`src/rtl/msg_arbiter_1030.sv`:
```
// msg_arbiter_1030: shares the 88-bit 1030 message channel between Mode A/C
// reply reports (buffered in a small FIFO) and the single-entry PPS drift
// report. Drift has priority. Output is valid/ready with zero-bubble reload.
module msg_arbiter_1030 #(
   parameter int          AC_FIFO_DEPTH = 4,
   parameter logic [2:0]  AC_TYPE       = 3'b011,
   parameter logic [2:0]  DRIFT_TYPE    = 3'b100,
   parameter logic [20:0] DRIFT_MARKER  = 21'h1FABAD
) (
   input  logic                              clk,
   input  logic                              rst,
   input  logic                              enable,
   input  logic                              valid_mode_ac,
   input  logic [23:0]                       mode_ac_message,
   input  logic [25:0]                       mode_ac_clk_ts,
   input  logic [5:0]                        mode_ac_utc_ts,
   input  logic [12:0]                       mode_ac_drift,
   input  logic [15:0]                       device_id,
   input  logic                              valid_drift,
   input  logic [31:0]                       pps_count,
   input  logic [15:0]                       drift_message,
   input  logic                              out_ready,
   output logic                              out_valid,
   output logic [87:0]                       out_data,
   output logic                              out_is_drift,
   output logic [$clog2(AC_FIFO_DEPTH):0]    ac_fifo_level,
   output logic [15:0]                       ac_drop_count,
   output logic [15:0]                       drift_overwrite_count
);

   localparam int PTR_W = $clog2(AC_FIFO_DEPTH);
   localparam int LVL_W = PTR_W + 1;
   localparam int PKT_W = 88;

   typedef enum logic {S_IDLE, S_PRESENT} state_t;

   // Counter increment that sticks at all-ones instead of wrapping.
   function automatic logic [15:0] sat_inc16(input logic [15:0] cnt);
      return (cnt == 16'hFFFF) ? cnt : cnt + 16'd1;
   endfunction

   // Mode A/C packet: device, UTC seconds, clock count, drift, type, reply.
   function automatic logic [PKT_W-1:0] pack_ac(
      input logic [15:0]        dev,
      input logic [5:0]         utc,
      input logic [25:0]        clk_ts,
      input logic signed [12:0] drift,
      input logic [23:0]        msg
   );
      return {dev, utc, clk_ts, $unsigned(drift), AC_TYPE, msg};
   endfunction

   // Drift packet: marker header, device, PPS count, type, drift value.
   function automatic logic [PKT_W-1:0] pack_drift(
      input logic [15:0]        dev,
      input logic [31:0]        pps,
      input logic signed [15:0] drift
   );
      return {DRIFT_MARKER, dev, pps, DRIFT_TYPE, $unsigned(drift)};
   endfunction

   // ---- stage p0: capture qualification and packing ----
   logic signed [12:0]  ac_drift_p0;
   logic signed [15:0]  drift_msg_p0;
   logic [PKT_W-1:0]    ac_pkt_p0;
   logic                cap_ac_p0;
   logic                cap_drift_p0;

   assign ac_drift_p0  = mode_ac_drift;
   assign drift_msg_p0 = drift_message;
   assign cap_ac_p0    = enable & valid_mode_ac;
   assign cap_drift_p0 = enable & valid_drift;
   assign ac_pkt_p0    = pack_ac(device_id, mode_ac_utc_ts, mode_ac_clk_ts,
                                 ac_drift_p0, mode_ac_message);

   // ---- stage p1: FIFO / drift holding register ----
   logic [PKT_W-1:0]    fifo_mem [AC_FIFO_DEPTH];
   logic [PTR_W:0]      wr_ptr;
   logic [PTR_W:0]      rd_ptr;
   logic                fifo_empty;
   logic                fifo_full;
   logic [PKT_W-1:0]    drift_pkt_p1;
   logic                drift_pending;
   state_t              state;
   state_t              state_nxt;
   logic                slot_free;
   logic                load_drift;
   logic                pop;
   logic                push;
   logic                drop;
   logic                overwrite;

   assign fifo_empty = (wr_ptr == rd_ptr);
   assign fifo_full  = (wr_ptr[PTR_W] != rd_ptr[PTR_W]) &&
                       (wr_ptr[PTR_W-1:0] == rd_ptr[PTR_W-1:0]);

   // The output register can take a new packet when idle or when the current
   // one is being accepted this edge (back-to-back reload, no bubble).
   assign slot_free  = (state == S_IDLE) || out_ready;
   assign load_drift = slot_free && drift_pending;
   assign pop        = slot_free && !drift_pending && !fifo_empty;
   // A full FIFO still accepts a report when the head leaves on the same edge.
   assign push       = cap_ac_p0 && (!fifo_full || pop);
   assign drop       = cap_ac_p0 && !push;
   // Only a report that replaces a still-unloaded entry counts as lost.
   assign overwrite  = cap_drift_p0 && drift_pending && !load_drift;

   assign ac_fifo_level = LVL_W'(wr_ptr - rd_ptr);

   // FIFO storage: data only, queue emptiness is carried by the pointers.
   always_ff @(posedge clk) begin
      if (push) begin
         fifo_mem[wr_ptr[PTR_W-1:0]] <= ac_pkt_p0;
      end
   end

   // FIFO pointers advance on push and pop independently.
   always_ff @(posedge clk or posedge rst) begin
      if (rst) begin
         wr_ptr <= '0;
         rd_ptr <= '0;
      end else begin
         if (push) wr_ptr <= wr_ptr + 1'b1;
         if (pop)  rd_ptr <= rd_ptr + 1'b1;
      end
   end

   // Drift holding register contents; the newest report always wins.
   always_ff @(posedge clk) begin
      if (cap_drift_p0) begin
         drift_pkt_p1 <= pack_drift(device_id, pps_count, drift_msg_p0);
      end
   end

   // Drift pending flag: a new capture takes precedence over the load clear.
   always_ff @(posedge clk or posedge rst) begin
      if (rst) begin
         drift_pending <= 1'b0;
      end else if (cap_drift_p0) begin
         drift_pending <= 1'b1;
      end else if (load_drift) begin
         drift_pending <= 1'b0;
      end
   end

   // Saturating loss counters for dropped Mode A/C and overwritten drift.
   always_ff @(posedge clk or posedge rst) begin
      if (rst) begin
         ac_drop_count         <= '0;
         drift_overwrite_count <= '0;
      end else begin
         if (drop)      ac_drop_count         <= sat_inc16(ac_drop_count);
         if (overwrite) drift_overwrite_count <= sat_inc16(drift_overwrite_count);
      end
   end

   // ---- stage p2: output register and handshake FSM ----
   // FSM state register.
   always_ff @(posedge clk or posedge rst) begin
      if (rst) begin
         state <= S_IDLE;
      end else begin
         state <= state_nxt;
      end
   end

   // FSM next state: stay presenting as long as something is reloaded.
   always_comb begin
      state_nxt = state;
      case (state)
         S_IDLE: begin
            if (load_drift || pop) state_nxt = S_PRESENT;
         end
         S_PRESENT: begin
            if (out_ready) begin
               state_nxt = (load_drift || pop) ? S_PRESENT : S_IDLE;
            end
         end
         default: state_nxt = S_IDLE;
      endcase
   end

   // FSM outputs.
   always_comb begin
      out_valid = 1'b0;
      if (state == S_PRESENT) out_valid = 1'b1;
   end

   // Output packet register, held steady while the downstream stalls.
   always_ff @(posedge clk or posedge rst) begin
      if (rst) begin
         out_data     <= '0;
         out_is_drift <= 1'b0;
      end else if (load_drift) begin
         out_data     <= drift_pkt_p1;
         out_is_drift <= 1'b1;
      end else if (pop) begin
         out_data     <= fifo_mem[rd_ptr[PTR_W-1:0]];
         out_is_drift <= 1'b0;
      end
   end

endmodule

```
`config.mk`:
```
export PLATFORM = sky130hd
export DESIGN_NAME = msg_arbiter_1030
export DESIGN_NICKNAME = d
export VERILOG_FILES = /design/src/rtl/msg_arbiter_1030.sv
export SDC_FILE = /design/constraint.sdc
export NUM_CORES = 1
export LEC_CHECK = 0
export ABC_AREA = 0
export ABC_CLOCK_PERIOD_IN_PS = 5600
export BUFFER_PORTS_ARGS = -buffer_cell sky130_fd_sc_hd__buf_2
export CORE_ASPECT_RATIO = 1.2
export CORE_MARGIN = 2
export CORE_UTILIZATION = 30
export DETAILED_ROUTE_END_ITERATION = 10
export GPL_TIMING_DRIVEN = 0
export HOLD_SLACK_MARGIN = 0.02
export PLACE_DENSITY_LB_ADDON = 0.25
export SLEW_MARGIN = 0
export SYNTH_ARGS = -nofsm -noshare
export SYNTH_HDL_FRONTEND = slang
export SYNTH_SLANG_ARGS = --single-unit
```
`constraint.sdc`:
```
create_clock -name clk -period 5.6 [get_ports clk]
set_clock_uncertainty 0.2 [all_clocks]
set_input_delay 0.56 -clock clk [delete_from_list [all_inputs] [get_ports clk]]
set_output_delay 0.56 -clock clk [all_outputs]
set_load 0.05 [all_outputs]
```
[Yosys cells after proc, flatten, opt, wreduce, memory -nomap -nowiden]
Memories as Yosys holds them, arrays and structs flattened.
Index checks and enable logic that the tools add are counted.
Storage, ports and cells
  bits in registers: 193
  bits in writable memories: 340
  output and inout port bits: 125
  memories: 1
Cells by class
  add/subtract/negate cells: 5
  eq/ne operators: 5
  multiplexer cells: 12
  bitwise logic cells: 5
  reductions and logical operators: 20
Memories
  fifo_mem: depth 4, width 85, rd ports 1, clocked after Yosys merged registers in 0, wr ports 1, line 77  | logic [PKT_W-1:0] fifo_mem [AC_FIFO_DEPTH];
Operators by type and width (number)
  two-way mux 88 bit: 2
  adder 16 x 1 -> 16 bit (second input constant): 2
  equality test 16 bit (second input constant): 2
  two-way mux 1 bit: 9
  logical AND 1 bit: 8
  adder 3 x 1 -> 3 bit (second input constant): 2
  zero test 1 bit: 5
  AND reduction 2 bit: 2
  nonzero test 2 bit: 2
  equality test 3 bit: 1
  logical OR 1 bit: 3
  NOT 1 bit: 3
  subtractor 3 bit: 1
  bitwise AND 1 bit: 2
  equality test 2 bit: 1
  case mux 1 bit (2 select lines): 1
  != test 1 bit: 1

[Logic depth before layout (Yosys ltp)]
Gate-level depths: netlist of run 1.
  depth in word-level cells: 9
  gate-level depth with buffers: 12
  gate-level depth less buffers: 6

[Worst setup path after synthesis of run 1]
Ideal clock, no wire load.
  path type: flip-flop to flip-flop
  start point: register rd_ptr[1]
  end point: memory fifo_mem[3][0] (netlist bit) (enable)
  setup time: 455 ps
  arrival time: 4033 ps
  data required time: 4945 ps
  slack: 912 ps
  stages on the path, launching flop included: 10
  buffers on the path: 4
  clock period less this slack: 4688 ps
  path through: dfrtp_1 > clkbuf_1 > buf_2 > buf_1 > inv_1 > ha_1 > and2_1 > buf_1 > o211ai_1 > and3_1
On the way
  longest elaborated chain between the ends: 7
RTL lines
  from (decl): line 79  | logic [PTR_W:0] rd_ptr;
  from (signal assigned): line 124  | if (pop) rd_ptr <= rd_ptr + 1'b1;
  equality test 3 bit or equality test 2 bit (tied branches): line 93, 95
  zero test 1 bit or logical AND 1 bit (tied branches): line 101, 94
  logical AND 1 bit or zero test 1 bit (tied branches): line 101, 103
  logical OR 1 bit *: line 103  | assign push = cap_ac_p0 && (!fifo_full || pop);
  logical AND 1 bit *: line 103
  two-way mux 1 bit *: line 112  | if (push) begin
  two-way mux 1 bit (implied by the code) *: line 113  | fifo_mem[wr_ptr[PTR_W-1:0]] <= ac_pkt_p0;
  to (decl): line 77
Every way passes the cells marked *; elsewhere a longest branch is shown, timed or not.

[Worst setup path after layout of run 1]
  start point: register rd_ptr[1]
  end point: memory fifo_mem[2][42] (netlist bit) (enable)
The elaborated chain is that of the path after synthesis.

==> results.md, run 1 <==
- The run finished with clean final reports.
- From synthesis to final layout, the design area changed by 29.6%.
- Counting instances, the worst hold path has a depth of 3.
- The shortest period the worst path allows is 4.75 ns.
- The die is ~240 µm wide.
- The worst setup path is of the register to register kind.
- At the end of routability-driven placement, the weighted congestion stood at between 0.7 and 0.8.
- The total setup violations reported at the end of the flow is 0.
- The worst hold-check path type is input port to register.
- The worst setup path is launched from a register.
- The flop and latch count out of synthesis is 533.
- The first-pass GRT wire length is 77200 µm.
- For the worst setup path, the data arrival time is 4.82 ns.
- The largest net degree at the start of global routing is 78.
- Of all nets on the critical path, the largest fanout is 46.
- The part of the Yosys area used for sequential elements is 0.769.
- In the global route stage, overall resource usage came out at 0.151.
- At the pin with the least slew margin, the transition time is ~0.90 ns.
- The average routed wire per standard cell is 20.5 µm.
- The H-tree was split into 2 levels.
- Summing every instance area after synthesis gives 20000 µm².
- The cell area after placement is 22700 µm².
- At the placement stage, the worst setup path has a slack of between 0.6 and 0.7 ns.
- The number of synthesized flops with an enable pin is 404.
- In the finished design, the share of the clock period the worst path needs comes to 0.848.
- Of all flip-flops after synthesis, the portion carrying an async set or reset was 0.242.
- In the post-synthesis netlist, the biggest area contributors are sky130_fd_sc_hd__edfxtp_1 61%, sky130_fd_sc_hd__dfrtp_1 16%, sky130_fd_sc_hd__mux4_2 9.6%.
- For this configuration, the core starts out at a cell density of 0.303.
- The via total after detailed routing is 11522.
- After the first detailed-routing iteration, the DRC count stood at between 400 and 500.
- In this run the critical register-to-register path is launched from rd_ptr[1]$_DFFE_PP0P_.
- The number of global-route vias before repair came to between 10000 and 15000.
- Derived from the worst setup path, the maximum achievable clock frequency is 211 MHz.
- The average cell area after synthesis is 17.9 µm².
- The register-to-register path setup slack is 0.85 ns.
- The CTS buffer count is 56.
- The die boundary height is 287 µm.
- The detailed placement HPWL is 33500 µm.
- Port buffering added 263 buffers.
- The latest clock arrival within the worst-skew pair is about 0.6 ns.
- The length in cells of the worst reg-to-reg path is 10.
- Setup repair after global routing left no endpoint under its margin.
- The master cell of the clock root buffer is sky130_fd_sc_hd__clkbuf_16.
- After synthesis, the netlist uses 41 different library cells.
- The critical path endpoint category is a register.
- For this block, the routed nets add up to 51600 µm of wire.
- The number of clock sinks seen by CTS is 533.
- Using the TritonRoute via totals, the vias-per-cell ratio works out to 4.57.
- TritonCTS built the clock tree.
- For this design, the CTS-stage hold fixing added 134 buffers.
- The aggregate global routing overflow is 0.
- The maximum number of buffers from clock root to sink is 3.
- The number of nets with antenna violations after detailed routing is 0.
- The post-layout worst setup margin is 0.849 ns.
- The number of pins exceeding their max-slew limit in the final report came to 0.
- The site row count is 103.
- Across the run, the number of max-cap violations was 0.
- The area of the die is 68700 µm².
- The power per cell area is 521 nW/µm².
- Once layout is done, the placed cells without fillers occupy 25900 µm².
- For this run, the detailed router's first-pass iteration total came to 7.
- The headroom to the max-slew limit is 0.400.
- The main flop type after synthesis is sky130_fd_sc_hd__edfxtp_1.
- The final layout contains 1727 nets.
- The initial antenna violation count is 11.
- The endpoint with the worst hold slack is drift_pending$_DFFE_PP0P_.
- STA puts the critical path data required time at 5.67 ns.
- Of all cell types, the one taking the most synthesized area is sky130_fd_sc_hd__edfxtp_1.
- Counting every instance in the synthesized netlist gives roughly 1100.
- The clock-pin slew on the worst setup and hold paths is 0.06 ns.
- The core footprint is 65900 µm².
- The number of hold violations in the final report is 0.
- After detailed routing, the number of remaining DRC violations is 0.
- Buffers added to address setup during post-CTS repair amount to 0.
- The worst reg2reg path endpoint is fifo_mem[2][42]$_DFFE_PP_.
- The number of top-level design ports is approximately 260.
- The net count of the mapped netlist is about 1300.
- The largest voltage drop on the vdd net is approximately 0.32 mV.
- Of the post-synthesis cell area, the dominant cell type holds 0.607.
- The total of warnings raised by yosys is 0.
- The leakage power is 9.58 nW.
- The launch point of the worst hold path is valid_drift.
- In the final layout, the share of cells above drive strength 1 is 0.298.
- The post-CTS resize count is 0.
- Counting the fill cells in the layout gives 6134.
==> cells by family after synthesis <==
family | share of synthesized area
adder cells (fa/ha/maj) | 0.00664
multiplexers | 0.0975
XOR/XNOR | 0.0158
buffers and inverters | 0.0145
AO/OA/AOI/OAI | 0.0318
AND/OR/NAND/NOR | 0.0647
flip-flops | 0.769
==> state kept, by name, indices dropped and copies added, names as in the netlist <==
register,count
out_is_drift,1
state,1
ac_drop_count,16
out_data,88
wr_ptr,3
fifo_mem,340
rd_ptr,3
drift_pkt_p1,64
drift_overwrite_count,16
drift_pending,1
==> metrics by stage <==
step	instances	TNS, ns	hold WS, ns	util	power (W)
2_1_floorplan	1114	0	0.249	-	0.00843
3_3_place_gp	2269	-1015.48	0.262	0.340	0.00977
3_5_place_dp	2278	0	0.274	0.344	0.00983
4_1_cts	2518	0	0.0314	0.393	0.0137
5_1_grt	2520	0	0.0520	0.393	0.0142
6_report	2521	0	0.0717	0.393	0.0135
==> power by group <==
| part | leakage, nW | switching (W) | internal [W] | total (W) |
|---|---|---|---|---|
| combinational | 3.47 | 0.00302 | 0.00143 | 0.00445 |
| clock | 0.908 | 0.00156 | 0.00222 | 0.00377 |
| sequential | 5.21 | 0.000286 | 0.00496 | 0.00525 |
==> routing by layer <==
| metal | wire length [µm] | vias to the layer above | track usage | part of all wire |
|---|---|---|---|---|
| met5 | 88 | - | 0 | 0.0017 |
| li1 | - | 5251 | - | - |
| met1 | 21800 | 5919 | 0.188 | 0.42 |
| met2 | 26400 | 258 | 0.266 | 0.51 |
| met4 | 1080 | 14 | 0.0400 | 0.021 |
| met3 | 2370 | 80 | 0.0319 | 0.046 |
==> worst max path at each step <==
stage / start / endpoint / slack, ns / cells past startpoint
floorplan: rd_ptr[1]$_DFFE_PP0P_ / fifo_mem[3][0]$_DFFE_PP_ / 0.91 / 9
global placement: rd_ptr[1]$_DFFE_PP0P_ / fifo_mem[3][29]$_DFFE_PP_ / -2.54 / 9
detailed placement: rd_ptr[1]$_DFFE_PP0P_ / fifo_mem[2][30]$_DFFE_PP_ / 0.64 / 10
CTS: rd_ptr[1]$_DFFE_PP0P_ / fifo_mem[2][55]$_DFFE_PP_ / 0.63 / 10
global route: rd_ptr[1]$_DFFE_PP0P_ / fifo_mem[2][55]$_DFFE_PP_ / 0.44 / 10
finish: rd_ptr[1]$_DFFE_PP0P_ / fifo_mem[2][42]$_DFFE_PP_ / 0.85 / 10
==> cells in the mapped netlist (7+ instances only) <==
cell and count:
sky130_fd_sc_hd__nand3_1 17, sky130_fd_sc_hd__nor3_1 9, sky130_fd_sc_hd__xor2_1 29, sky130_fd_sc_hd__a31oi_1 62
sky130_fd_sc_hd__nand4_1 9, sky130_fd_sc_hd__a22o_1 9, sky130_fd_sc_hd__o22a_1 13, sky130_fd_sc_hd__dfrtp_1 129
sky130_fd_sc_hd__clkbuf_1 31, sky130_fd_sc_hd__edfxtp_1 404, sky130_fd_sc_hd__nor4_1 12, sky130_fd_sc_hd__inv_1 10
sky130_fd_sc_hd__xnor2_1 7, sky130_fd_sc_hd__mux4_2 85, sky130_fd_sc_hd__nand2_1 147, sky130_fd_sc_hd__ha_1 9
sky130_fd_sc_hd__buf_2 22, sky130_fd_sc_hd__nor2_1 70
==> layout make-up <==
| type | count | area, µm² | share of cell area |
|---|---|---|---|
| diodes | 3 | 7.51 | 0.000290 |
| well taps | 892 | 1120 | 0.0431 |
| clock inverters | 25 | 273 | 0.0105 |
| inverters | 10 | 45.0 | 0.00174 |
| flip-flops and latches | 533 | 15400 | 0.594 |
| plain buffers | 57 | 253 | 0.00977 |
| multi-input cells | 514 | 4350 | 0.168 |
| clock buffers | 81 | 1600 | 0.0618 |
| repair buffers | 406 | 2870 | 0.111 |
==> cells in the final DEF, fill, tap and decap left out, types with 12 or more instances in the layout <==
cell type / Yosys / routed
sky130_fd_sc_hd__o22a_1: 13 / 13
sky130_fd_sc_hd__a31oi_1: 62 / 61
sky130_fd_sc_hd__nand3_1: 17 / 17
sky130_fd_sc_hd__dlygate4sd3_1: 0 / 134
sky130_fd_sc_hd__clkbuf_16: 0 / 59
sky130_fd_sc_hd__nor4_1: 12 / 12
sky130_fd_sc_hd__nor2_1: 70 / 69
sky130_fd_sc_hd__mux4_2: 85 / 85
sky130_fd_sc_hd__edfxtp_1: 404 / 404
sky130_fd_sc_hd__nand2_1: 147 / 147
sky130_fd_sc_hd__clkbuf_1: 31 / 49
sky130_fd_sc_hd__dfrtp_1: 129 / 129
sky130_fd_sc_hd__xor2_1: 29 / 29
sky130_fd_sc_hd__buf_2: 22 / 285
==> critical path, cell delays in order, from the launching register on <==
cell and delay [ns]:
sky130_fd_sc_hd__dfrtp_1 0.35, sky130_fd_sc_hd__clkbuf_1 0.44, sky130_fd_sc_hd__buf_2 0.39, sky130_fd_sc_hd__buf_1 0.62, sky130_fd_sc_hd__inv_1 0.25, sky130_fd_sc_hd__ha_1 0.33
sky130_fd_sc_hd__and2_1 0.13, sky130_fd_sc_hd__buf_1 0.18, sky130_fd_sc_hd__o211ai_1 0.26, sky130_fd_sc_hd__and3_4 0.86, sky130_fd_sc_hd__buf_16 0.34
Power figures use the tool's default switching activity.
==> run 2: changes to the inputs <==
--- a/config.mk
+++ b/config.mk
@@ -6,7 +6,7 @@
 export NUM_CORES = 1
 export LEC_CHECK = 0
 export ABC_AREA = 0
-export ABC_CLOCK_PERIOD_IN_PS = 5600
+export ABC_CLOCK_PERIOD_IN_PS = 3900
 export BUFFER_PORTS_ARGS = -buffer_cell sky130_fd_sc_hd__buf_2
 export CORE_ASPECT_RATIO = 1.2
 export CORE_MARGIN = 2
==> constraint.sdc (replaced) <==
create_clock -name clk -period 3.9 [get_ports clk]
set_clock_uncertainty 0.2 [all_clocks]
set_input_delay 0.39 -clock clk [delete_from_list [all_inputs] [get_ports clk]]
set_output_delay 0.39 -clock clk [all_outputs]
set_load 0.05 [all_outputs]
==> results.md, run 2 (synthesized netlist as in run 1, its figures left out) <==
- The critical path is of the register to register type.
- The initial core utilization is 0.303 (unchanged).
- The deepest level of the CTS H-tree came to 2 (unchanged).
- The biggest cell delay along the critical path is 0.59 ns (-0.27 ns).
- Setup repair after global routing left no endpoint under its margin.
- The leakage power is 9.72 nW (+1.5%).
- In this run the worst hold path is classified as input port to register.
- The area growth from synthesis to layout is 31.0%.
- The number of clock sinks seen by CTS is 533 (unchanged).
- The critical path endpoint category is a register.
- The most common cell after layout, fill and taps aside is sky130_fd_sc_hd__edfxtp_1.
- The last weighted congestion value of the routability-driven placer is 0.764 (-0.61%).
- The initial antenna violation count was 5 (-6).
- The number of global-route vias before repair is 12570 (+1.6%).
- The detail-routed via count per cell is 4.58 (+0.17%).
- The final core utilization is 0.397 (+0.00445).
- The clock-pin slew on the worst setup and hold paths is 0.07 ns (about the same).
- The number of hold violations in the final report came to 0 (unchanged).
- The die extent in x is 240 µm (unchanged).
- The critical path goes through clkbuf_2, buf_4, inv_1, ha_1, and2_1, buf_1, o211ai_1, and3_4, buf_16.
- The total negative setup slack came to 0 ns (unchanged).
- The detailed placement HPWL is 34100 µm (+1.8%).
- The slew at the pin closest to its max-slew limit came to 0.908 ns (+0.0121 ns).
- The net count of the finished layout is 1740 (+0.75%).
- The via total after detailed routing is 11596 (+0.64%).
- The filler-free cell count of the finished design came to 2533 (+0.48%).
- The total routing usage reported by global routing came to 0.152 (+0.00123).
- The total instance count after detailed placement is 2283 (+0.22%).
- The number of top-level design ports was 264 (unchanged).
- The number of DRC violations after detailed routing is 0 (unchanged).
- The count of TritonRoute iterations in the first routing pass is 6 (-1).
- Clock tree synthesis selected as its root buffer the cell sky130_fd_sc_hd__clkbuf_16.
- The headroom to the max-slew limit is 0.392 (-0.00812).
- STA classifies the critical path startpoint as a register.
- The highest attainable clock frequency was 278 MHz (+32%).
- The cell area after placement is 22800 µm² (+0.43%).
- The run finished with clean final reports.
- The count of buffers from port buffering is 263 (unchanged).
- The fraction of final layout cells sized beyond drive strength 1 is 0.306 (+0.00862).
- The site row count came to 103 (unchanged).
- The aggregate global routing overflow is 0 (unchanged).
- The core footprint is 65900 µm² (unchanged).
- The final instance area was 26200 µm² (+1.1%).
- The top fanout value on the critical path is 34 (-26%).
- The total setup violations reported at the end of the flow is 0 (unchanged).
- The routed wire length came to 52000 µm (+0.60%).
- The endpoint required time on the critical path is 3.98 ns (-1.69 ns).
- The average routed wire per standard cell is 20.5 µm (+0.12%).
- The ratio of final minimum period to clock period came to 0.923 (+0.0744).
- The first-pass GRT wire length is 77800 µm (+0.78%).
- The library cells used most frequently in the layout, excluding fill and tap cells, are 404 x sky130_fd_sc_hd__edfxtp_1, 284 x sky130_fd_sc_hd__buf_2, 147 x sky130_fd_sc_hd__nand2_1.
- The largest net degree at the start of global routing was 38 (-51%).
- The power per cell area came to 753 nW/µm² (+45%).
- For this design, the slowest cell found on the critical path is sky130_fd_sc_hd__and3_4.
- The area of the die is 68700 µm² (unchanged).
- The number of nets with antenna violations after detailed routing is 0 (unchanged).
- The shortest period the worst path allows is 3.60 ns (-1.15 ns).
- The maximum number of buffers from clock root to sink is 3 (unchanged).
- The latest clock arrival within the worst-skew pair is 0.60 ns (about the same).
- The violation count after the first detailed-routing iteration came to 498 (+1.2%).
- The largest voltage drop on the vdd net is 0.357 mV (+12%).
- TritonCTS built the clock tree.
- The CTS buffer count is 58 (+3.6%).
- The die boundary height came to 287 µm (unchanged).
- The number of flip-flops under the largest register name is 340 (unchanged).
- The max-cap check violation count came to 0 (unchanged).
- The smallest hold slack was 0.252 ns (+0.180 ns).
- The number of pins exceeding their max-slew limit in the final report is 0 (unchanged).
- The data arrival at the endpoint of the critical path was 3.67 ns (-1.15 ns).
==> run 2: per-stage QoR <==
| stage | setup WS [ns] | power, W |
|---|---|---|
| 2_1_floorplan | 0.195 | 0.0121 |
| 3_3_place_gp | -2.45 | 0.0140 |
| 3_5_place_dp | -1.10 | 0.0141 |
| 4_1_cts | 0.209 | 0.0201 |
| 5_1_grt | 0.0979 | 0.0207 |
| 6_report | 0.301 | 0.0197 |
==> run 2: routing by layer <==
layer / GRT usage / routed length, µm
met1: 0.191 / 22000
met3: 0.0341 / 2690
met2: 0.264 / 26100
met5: 0 / 55
met4: 0.0414 / 1120
==> run 2: repair_timing <==
| item | CTS | global route |
|---|---|---|
| setup endpoints to repair | 451 | 0 |
| gates resized for setup | 4 | 0 |
| endpoints found under the hold margin | 534 | 0 |
| buffers inserted | 5 | 0 |
| hold buffers | 137 | 0 |
==> run 2: critical path, delay by kind of cell (launching register included) <==
kind,cells,cell delay [ns]
buffers and inverters,5,1.32
DFF,1,0.37
AOI/OAI and AO/OA,1,0.29
and+or+nand+nor,2,0.72
adders and majority gates,1,0.30
==> run 2: report_power, final <==
part | internal, W | total, W | switching [W]
Clock | 0.00339 | 0.00566 | 0.00227
Combinational | 0.00212 | 0.00651 | 0.00439
Sequential | 0.00713 | 0.00754 | 0.000416
Total | 0.0126 | 0.0197 | 0.00707
==> run 2: final timing paths <==
check	start	depth (start not counted)	slack, ns	end
setup / recovery	rd_ptr[1]$_DFFE_PP0P_	9	0.30	fifo_mem[1][28]$_DFFE_PP_
hold / removal	valid_mode_ac	4	0.25	wr_ptr[1]$_DFFE_PP0P_
setup reg to reg	rd_ptr[1]$_DFFE_PP0P_	9	0.30	fifo_mem[1][28]$_DFFE_PP_
hold reg to reg	drift_pkt_p1[26]$_DFFE_PN_	1	0.28	out_data[26]$_DFFE_PP0P_
max in group asynchronous	rst	6	2.15	out_data[52]$_DFFE_PP0P_
min in group asynchronous	rst	4	0.64	drift_overwrite_count[3]$_DFFE_PP0P_
==> run 2: area by class of cell <==
type	count	area (µm²)
antenna	2	5.00
buffer	55	250
clock buffer	71	1530
clock inverter	37	440
fill	6130	39700
inverter	10	43.8
multi-input combinational	514	4370
sequential	533	15400
tap	892	1120
timing repair buffer	419	3060
